File: src/rtl/pipe_ctrl_pkg.sv
// Shared encodings and helpers for the pipeline hazard/redirect controller.
// Contents: FSM state type, PC source selects, interrupt ExcCode, handler address,
// and width helpers for the multdiv busy counter.
package pipe_ctrl_pkg;

  typedef enum logic {
    RUN   = 1'b0,
    FLUSH = 1'b1
  } ctrl_state_t;

  localparam logic [1:0]  PC_SEL_SEQ     = 2'd0;
  localparam logic [1:0]  PC_SEL_HANDLER = 2'd1;
  localparam logic [1:0]  PC_SEL_EPC     = 2'd2;

  localparam logic [4:0]  EXC_INT        = 5'd0;
  localparam logic [31:0] HANDLER_ADDR   = 32'h0000_4180;

  // Larger of two cycle counts.
  function automatic int unsigned max_u(input int unsigned a, input int unsigned b);
    return (a > b) ? a : b;
  endfunction

  // Bits needed to hold values 0..max_val.
  function automatic int unsigned cnt_width(input int unsigned max_val);
    return (max_val < 1) ? 1 : $clog2(max_val + 1);
  endfunction

endpackage

File: src/rtl/md_busy_counter.sv
// Multdiv busy tracker: loads the mult or div latency on an issue, counts down to
// zero, and clears immediately on abort (exception/interrupt redirect).
// Ports:
//   clk, reset     clock, asynchronous active-high reset
//   start          mult/div issues in E (ignored while busy)
//   is_div         qualifies start: 1=div, 0=mult
//   abort          cancel any operation in flight
//   busy           registered, high while the counter is non-zero
module md_busy_counter #(
  parameter int unsigned MULT_CYC = 5,
  parameter int unsigned DIV_CYC  = 10
) (
  input  logic clk,
  input  logic reset,
  input  logic start,
  input  logic is_div,
  input  logic abort,
  output logic busy
);
  import pipe_ctrl_pkg::*;

  localparam int unsigned MAX_CYC = max_u(MULT_CYC, DIV_CYC);
  localparam int unsigned CW      = cnt_width(MAX_CYC);

  logic [CW-1:0] cnt;
  logic [CW-1:0] cnt_d;

  // Next count: abort beats everything, a running count ignores new starts.
  always_comb begin
    cnt_d = cnt;
    if (abort) begin
      cnt_d = '0;
    end else if (cnt != '0) begin
      cnt_d = cnt - CW'(1);
    end else if (start) begin
      cnt_d = is_div ? CW'(DIV_CYC) : CW'(MULT_CYC);
    end
  end

  // busy is registered alongside the count so it equals (cnt != 0).
  always_ff @(posedge clk or posedge reset) begin
    if (reset) begin
      cnt  <= '0;
      busy <= 1'b0;
    end else begin
      cnt  <= cnt_d;
      busy <= (cnt_d != '0);
    end
  end

endmodule

File: src/rtl/pipe_hazard_ctrl.sv
// Central stall/flush sequencer for the F/D, D/E, E/M and M/W pipeline registers.
// Merges load-use and HI/LO hazards with interrupt, exception and eret redirects.
// Ports:
//   clk, reset                 clock, asynchronous active-high reset
//   load_use_D, md_use_D       hazard requests from decode
//   md_start_E, md_is_div_E    multdiv issue in execute
//   exp_M, int_req, eret_M     redirect sources (exp_M = ExcCode+1, 0 = none)
//   stall_F, stall_D           hold PC / F/D
//   clr_D, clr_E, clr_M, clr_W clear F/D, D/E, E/M, M/W
//   pc_sel                     0 = sequential, 1 = handler, 2 = EPC
//   exc_take                   CP0 latches EPC/cause this cycle
//   exccode                    registered ExcCode of the last taken event
//   md_busy                    registered multdiv busy
// Build option PIPE_HAZARD_CTRL_PERF_EN adds saturating stall_cnt / flush_cnt.
// Control outputs are combinational from state and inputs and are forced low in reset.
module pipe_hazard_ctrl #(
  parameter int unsigned MULT_CYC  = 5,
  parameter int unsigned DIV_CYC   = 10,
  parameter int unsigned FLUSH_CYC = 1
) (
  input  logic       clk,
  input  logic       reset,
  input  logic       load_use_D,
  input  logic       md_start_E,
  input  logic       md_is_div_E,
  input  logic       md_use_D,
  input  logic [4:0] exp_M,
  input  logic       int_req,
  input  logic       eret_M,
  output logic       stall_F,
  output logic       stall_D,
  output logic       clr_D,
  output logic       clr_E,
  output logic       clr_M,
  output logic       clr_W,
  output logic [1:0] pc_sel,
  output logic       exc_take,
  output logic [4:0] exccode,
  output logic       md_busy
`ifdef PIPE_HAZARD_CTRL_PERF_EN
  ,
  output logic [31:0] stall_cnt,
  output logic [31:0] flush_cnt
`endif
);
  import pipe_ctrl_pkg::*;

  localparam int unsigned FW = 2;

  ctrl_state_t   state;
  ctrl_state_t   state_d;
  logic [FW-1:0] fcnt;
  logic [FW-1:0] fcnt_d;
  logic [4:0]    exccode_d;
  logic          md_start;
  logic          md_abort;

  // Event arbitration and output decode; RUN is the only state that looks at events.
  always_comb begin
    stall_F   = 1'b0;
    stall_D   = 1'b0;
    clr_D     = 1'b0;
    clr_E     = 1'b0;
    clr_M     = 1'b0;
    clr_W     = 1'b0;
    pc_sel    = PC_SEL_SEQ;
    exc_take  = 1'b0;
    state_d   = state;
    fcnt_d    = fcnt;
    exccode_d = exccode;
    md_start  = 1'b0;
    md_abort  = 1'b0;
    if (!reset) begin
      unique case (state)
        RUN: begin
          md_start = md_start_E;
          if (int_req || (exp_M != 5'd0)) begin
            clr_D     = 1'b1;
            clr_E     = 1'b1;
            clr_M     = 1'b1;
            clr_W     = 1'b1;
            pc_sel    = PC_SEL_HANDLER;
            exc_take  = 1'b1;
            exccode_d = int_req ? EXC_INT : 5'(exp_M - 5'd1);
            md_abort  = 1'b1;
            state_d   = FLUSH;
            fcnt_d    = FW'(FLUSH_CYC);
          end else if (eret_M) begin
            // eret itself completes, so M/W keeps its writeback.
            clr_D   = 1'b1;
            clr_E   = 1'b1;
            clr_M   = 1'b1;
            pc_sel  = PC_SEL_EPC;
            state_d = FLUSH;
            fcnt_d  = FW'(FLUSH_CYC);
          end else if ((md_use_D && (md_busy || md_start_E)) || load_use_D) begin
            stall_F = 1'b1;
            stall_D = 1'b1;
            clr_E   = 1'b1;
          end
        end
        FLUSH: begin
          clr_D = 1'b1;
          clr_E = 1'b1;
          if (fcnt <= FW'(1)) begin
            state_d = RUN;
            fcnt_d  = '0;
          end else begin
            fcnt_d = fcnt - FW'(1);
          end
        end
      endcase
    end
  end

  // FSM, flush counter and ExcCode register.
  always_ff @(posedge clk or posedge reset) begin
    if (reset) begin
      state   <= RUN;
      fcnt    <= '0;
      exccode <= EXC_INT;
    end else begin
      state   <= state_d;
      fcnt    <= fcnt_d;
      exccode <= exccode_d;
    end
  end

  md_busy_counter #(
    .MULT_CYC (MULT_CYC),
    .DIV_CYC  (DIV_CYC)
  ) u_md_busy (
    .clk    (clk),
    .reset  (reset),
    .start  (md_start),
    .is_div (md_is_div_E),
    .abort  (md_abort),
    .busy   (md_busy)
  );

`ifdef PIPE_HAZARD_CTRL_PERF_EN
  logic flush_evt;

  // A redirect cycle or any FLUSH cycle counts as flush time.
  assign flush_evt = (state == FLUSH) || exc_take || (pc_sel == PC_SEL_EPC);

  // Saturating performance counters.
  always_ff @(posedge clk or posedge reset) begin
    if (reset) begin
      stall_cnt <= '0;
      flush_cnt <= '0;
    end else begin
      if (stall_F && (stall_cnt != 32'hFFFF_FFFF)) begin
        stall_cnt <= stall_cnt + 32'd1;
      end
      if (flush_evt && (flush_cnt != 32'hFFFF_FFFF)) begin
        flush_cnt <= flush_cnt + 32'd1;
      end
    end
  end
`endif

endmodule

File: config.mk
export PLATFORM = sky130hd
export DESIGN_NAME = pipe_hazard_ctrl
export DESIGN_NICKNAME = d
export VERILOG_FILES = /design/src/rtl/pipe_ctrl_pkg.sv /design/src/rtl/md_busy_counter.sv /design/src/rtl/pipe_hazard_ctrl.sv
export SDC_FILE = /design/constraint.sdc
export NUM_CORES = 1
export LEC_CHECK = 0
export CAP_MARGIN = 15
export CORE_MARGIN = 1.5
export CORE_UTILIZATION = 35
export DETAILED_ROUTE_END_ITERATION = 16
export PLACE_DENSITY = 0.66
export SLEW_MARGIN = 5
export SYNTH_ARGS = -nofsm -noshare
export SYNTH_HDL_FRONTEND = slang
export SYNTH_SLANG_ARGS = --single-unit
File: constraint.sdc
create_clock -name clk -period 6.8 [get_ports clk]
set_input_delay 2.04 -clock clk [delete_from_list [all_inputs] [get_ports clk]]
set_output_delay 2.04 -clock clk [all_outputs]
set_load 0.01 [all_outputs]
* Yosys cells after proc, flatten, opt, wreduce, memory -nomap -nowiden *
Cells that the tools add are included.

word-level totals
  register bits = 13
  bits of input ports = 13
  output and inout bits = 15
  word-level logic and storage cells = 56

operators by class
  add/sub/neg operators = 3
  order comparisons = 1
  equal/unequal tests = 1
  muxes and demuxes = 35
  bitwise operators = 2
  reduce and logical (&&, ||, !) cells = 9

operators by type and width
  cell                                                            number
  two-way mux 1 bit                                               19
  two-way mux 4 bit                                               4
  two-way mux 2 bit                                               7
  nonzero test 4 bit                                              2
  one-hot mux 1 bit (2 select lines)                              3
  two-way mux 5 bit                                               1
  nonzero test 5 bit                                              1
  subtractor 5 x 1 -> 5 bit, second input constant                1
  one-hot mux 2 bit (2 select lines)                              1
  subtractor 4 x 1 -> 4 bit, second input constant                1
  logical OR 1 bit                                                3
  != test 3 bit, second input constant                            1
  AND reduction 3 bit                                             1
  less-or-equal comparator 2 x 1 -> 1 bit, second input constant  1
  NOT 1 bit                                                       2
  AND reduction 2 bit                                             1
  subtractor 2 x 1 -> 2 bit, second input constant                1
  logical AND 1 bit                                               1

* Depth between registers and ports, before layout *
  depth in word-level cells = 8
  depth in mapped cells = 7
  depth with buffers taken out = 7

* Hierarchy *
Synthesis repeated with hierarchy kept, for this count alone.

unflattened totals
  cell total of the unflattened synthesis = 85
  area, all modules = 807.0 sq um

modules (own cells, without submodules)
  module            times used  cells an instance  area an instance (sq um)  sequential area each (sq um)
  pipe_hazard_ctrl  1           56                 525.5                     200.2
  md_busy_counter   1           29                 281.5                     125.1

* Least setup slack after synthesis *
OpenSTA, ideal clock, no wires.

  kind = input port to output port
  start = input exp_M[0]
  end = output stall_F
  data arrival time = 3.677 ns
  required time = 4.760 ns
  slack = 1.083 ns
  stages on the path = 6
  path buffers = 1
  cell sequence = inv_1 -> ha_1 -> or3b_1 -> or2_2 -> nor4_1 -> buf_4

on the way
  cells in the longest elaborated chain, start to end = 5

RTL lines
  item                            RTL line                source
  from (decl)                     pipe_hazard_ctrl.sv:27  input logic [4:0] exp_M,
  nonzero test 5 bit              pipe_hazard_ctrl.sv:77  if (int_req || (exp_M != 5'd0)) begin
  logical OR 1 bit                pipe_hazard_ctrl.sv:77
  two-way mux 1 bit (3 in a row)  n/a
  to (decl)                       pipe_hazard_ctrl.sv:30  output logic stall_F,

Every way passes these cells.

* Final worst setup path *
  start = input exp_M[0]
  end = output stall_D

on the way
  cells in the longest elaborated chain, start to end = 5

RTL lines
  item                RTL line                source
  nonzero test 5 bit  pipe_hazard_ctrl.sv:77
  logical OR 1 bit    pipe_hazard_ctrl.sv:77
  two-way mux 1 bit   pipe_hazard_ctrl.sv:77
  two-way mux 1 bit   pipe_hazard_ctrl.sv:74  unique case (state)
  two-way mux 1 bit   pipe_hazard_ctrl.sv:73  if (!reset) begin
  to (decl)           pipe_hazard_ctrl.sv:31  output logic stall_D,

Every way passes these cells.

==> reports/metrics.yaml <==
die:
  die_y_microns: 49.3
  io-pin-count: 28
  core-area_sq_mm: 0.00198
  die_area_sq_mm: 0.00243
  core.rowCount: 16
  effective_utilization_at_floorplan_pct: 37.9
  die_x_microns: 49.3
layout:
  area_growth_pct: 42.3
  share_of_layout_cells_above_drive_strength_1_pct: 8.26
  ff_latch_area_sq_um: 325
  fill_cells: 200
  finish.cell_count_without_fillers: 136
  core_utilization_of_the_finished_layout_pct: 53.9
  antennaDiodeCount: 0
  design.final.nets: 125
  multi_input_comb_area_sq_um: 368
job:
  max_cap_viol_count: 0
placed_design:
  dp_worst_setup_slack_ns: 0.351
  gpl.final_weighted_congestion: 0.778
  numPlacedInstances: 132
  buffer_ports.inserted: 27
  placed_wire_length_estimate_after_detailed_placement_microns: 1270
synthesis:
  cell_area_synth_sq_um: 751
  synth.top_cells.by_area: "dfrtp_1 43%, o21ai_0 4.0%, inv_1 4.0%"
  synth_warnings: 0
  synth.top_cells.by_count: "13 x dfrtp_1, 8 x inv_1, 7 x nand2_1"
  async_flop_share_pct: 100
  ys_types: 32
  synth_enable_flop_cells: 0
  yosysSeqAreaShare_pct: 43.3
  syn_avg_cell_area_sq_um: 9.38
  synth.most_common_cell: "dfrtp_1"
  area_fraction_of_the_dominant_cell_type_after_synthesis_pct: 43.3
  ys_dominant_reg_cell: "dfrtp_1"
  post-synth-top-area-cell: "dfrtp_1"
  mappedNetlistNets: 95
  synth-seq-cells: 13
  netlist_instances: 80
timing:
  min_period_ns: 6.44
  setup_tns_ns: 0
  timing.clock.skew_ns: 0.00179
  finalHoldWorstSlack_ns: 0.486
  setup_viol: 0
  final.period_utilization_pct: 94.7
  worst_pin_slew_ns: 0.345
  final-max-slew-violation-count: 0
  timing.fmax_ghz: 0.155
  setup_ws_ns: 0.360
  timing.final.hold_violations: 0
  grt_setup_unrepaired: "no"
  worst_slew_margin_pct: 77.0
setup_path:
  crit_path_start_kind: "input pin"
  data_required_critical_path_ns: 4.76
  worstSetupPathType: "input pin to primary output"
  timing.critical_path.fanout_max: 5
  timing.critical_path.arrival_ns: 4.40
  crit_path_end_kind: "primary output"
  reg2reg_depth: 6
grt:
  grt_first_pass_wirelength_microns: 2880
  grt_pass1_vias: 688
  grt_start_max_net_pins: 15
  number_of_antenna_violations_at_the_first_check_in_global_routing: 0
  groute.usage.overall_pct: 15.5
  grt_remaining_overflow: 0
clock_tree:
  cts_max_level: 1
  clock-root-buffer: "clkbuf_4"
  clkTransAtPathRegs_ns: 0.08
  cts_tree: "built"
  postCtsResizedCells: 0
  cts.sinks: 13
  worst_skew_pair.late_latency_ns: 0.28
  numCtsBuffers: 3
  cts_hold_buf: 0
  clockBufferDepth: 2
  cts_setup_buffers: 0
routing:
  drt.antenna.violating_nets: 0
  drt_pass1_iterations: 4
  wire_per_inst_microns: 12.2
  route.vias.total: 679
  drt_iter0_markers: 6
  routed_wirelength_microns: 1660
  detail_route.drc_violations: 0
  post_drt_via_cell_ratio: 4.99
worst_hold_path:
  timing.hold.worst.class: "flip-flop to flip-flop"
  hold_path_depth: 2
power_and_ir_drop:
  powerDensity_mw_per_mm2: 276
  leakage_nw: 0.446
  vdd.ir_drop.worst_uv: 143
status:
  run_status: "finished, final reports clean"
per-layer routing:
| metal | part of all wire (%) | wire (microns) | track usage [%] | vias to the layer above |
|---|---|---|---|---|
| met5 | 0 | 0 | 0 | - |
| met3 | 4.3 | 72 | 4.91 | 2 |
| met4 | 0.84 | 14 | 5.24 | 0 |
| li1 | - | - | - | 340 |
| met1 | 45 | 747 | 18.2 | 321 |
| met2 | 50 | 825 | 26.4 | 16 |
cell usage in the layout, fill, tap and decap left out, drive strengths merged, types with 2 or more instances in the layout:
cell	Yosys	layout
clkdlybuf4s50	0	27
dfrtp	13	13
inv	8	8
nand2	7	7
o21ai	7	7
o31ai	4	4
clkbuf	0	4
nor2	3	3
nor4	3	3
o21a	3	3
or3b	3	3
or2	2	2
xnor2	2	2
nor3b	2	2
a31oi	2	2
a21oi	2	2
ha	2	2
buf	4	2
and3	2	2
worst max-delay path, stage by stage:
cell	delay, ns
clkdlybuf4s50_1	0.44
inv_1	0.07
ha_1	0.17
or3b_1	0.43
or2_2	0.34
nor4_1	0.31
clkdlybuf4s50_1	0.61
path summary, 6_finish.rpt:
check,startpoint,to,slack [ns]
max,exp_M[0],stall_D,0.36
min,exccode[2],exccode[2],0.49
max reg2reg,u_md_busy.cnt[0],u_md_busy.busy,4.61
min reg2reg,exccode[2],exccode[2],0.49
max in group asynchronous,reset,u_md_busy.cnt[2],4.39
min in group asynchronous,reset,fcnt[1],2.25
per-stage QoR:
| step | power, W | instance area (sq um) |
|---|---|---|
| after floorplan | 0.000199 | 751 |
| after global placement | 0.000246 | 1040 |
| after detailed placement | 0.000249 | 1040 |
| after CTS | 0.000300 | 1070 |
| after global routing | 0.000322 | 1070 |
| final | 0.000295 | 1070 |
where the power goes:
part           leakage, nW   total, W  switching, W  internal [W]
clock               0.0150  0.0000481     0.0000253     0.0000228
combinational        0.270   0.000127     0.0000576     0.0000698
sequential           0.162   0.000119     0.0000199     0.0000994
total                0.446   0.000295      0.000103      0.000192
flip-flops by register name (all words and copies together), names as in the netlist:
name / count
u_md_busy.busy: 1
state: 1
fcnt: 2
u_md_busy.cnt: 4
exccode: 5
cell type report:
type / count / share of cell area [%]
Multi-Input combinational cell: 55 / 34.4
Sequential cell: 13 / 30.4
Timing Repair Buffer: 29 / 26.7
Clock buffer: 4 / 2.46
Inverter: 8 / 2.81
Tap cell: 27 / 3.16
cell families after synthesis:
logic type	synth area share [%]
compound gates	19.2
xor+xnor	3.50
fa+ha+maj	3.33
buf+inv	7.67
flops	43.3
mux	1.33
simple gates	21.7
Note: power is estimated with default switching activity, not from simulation.
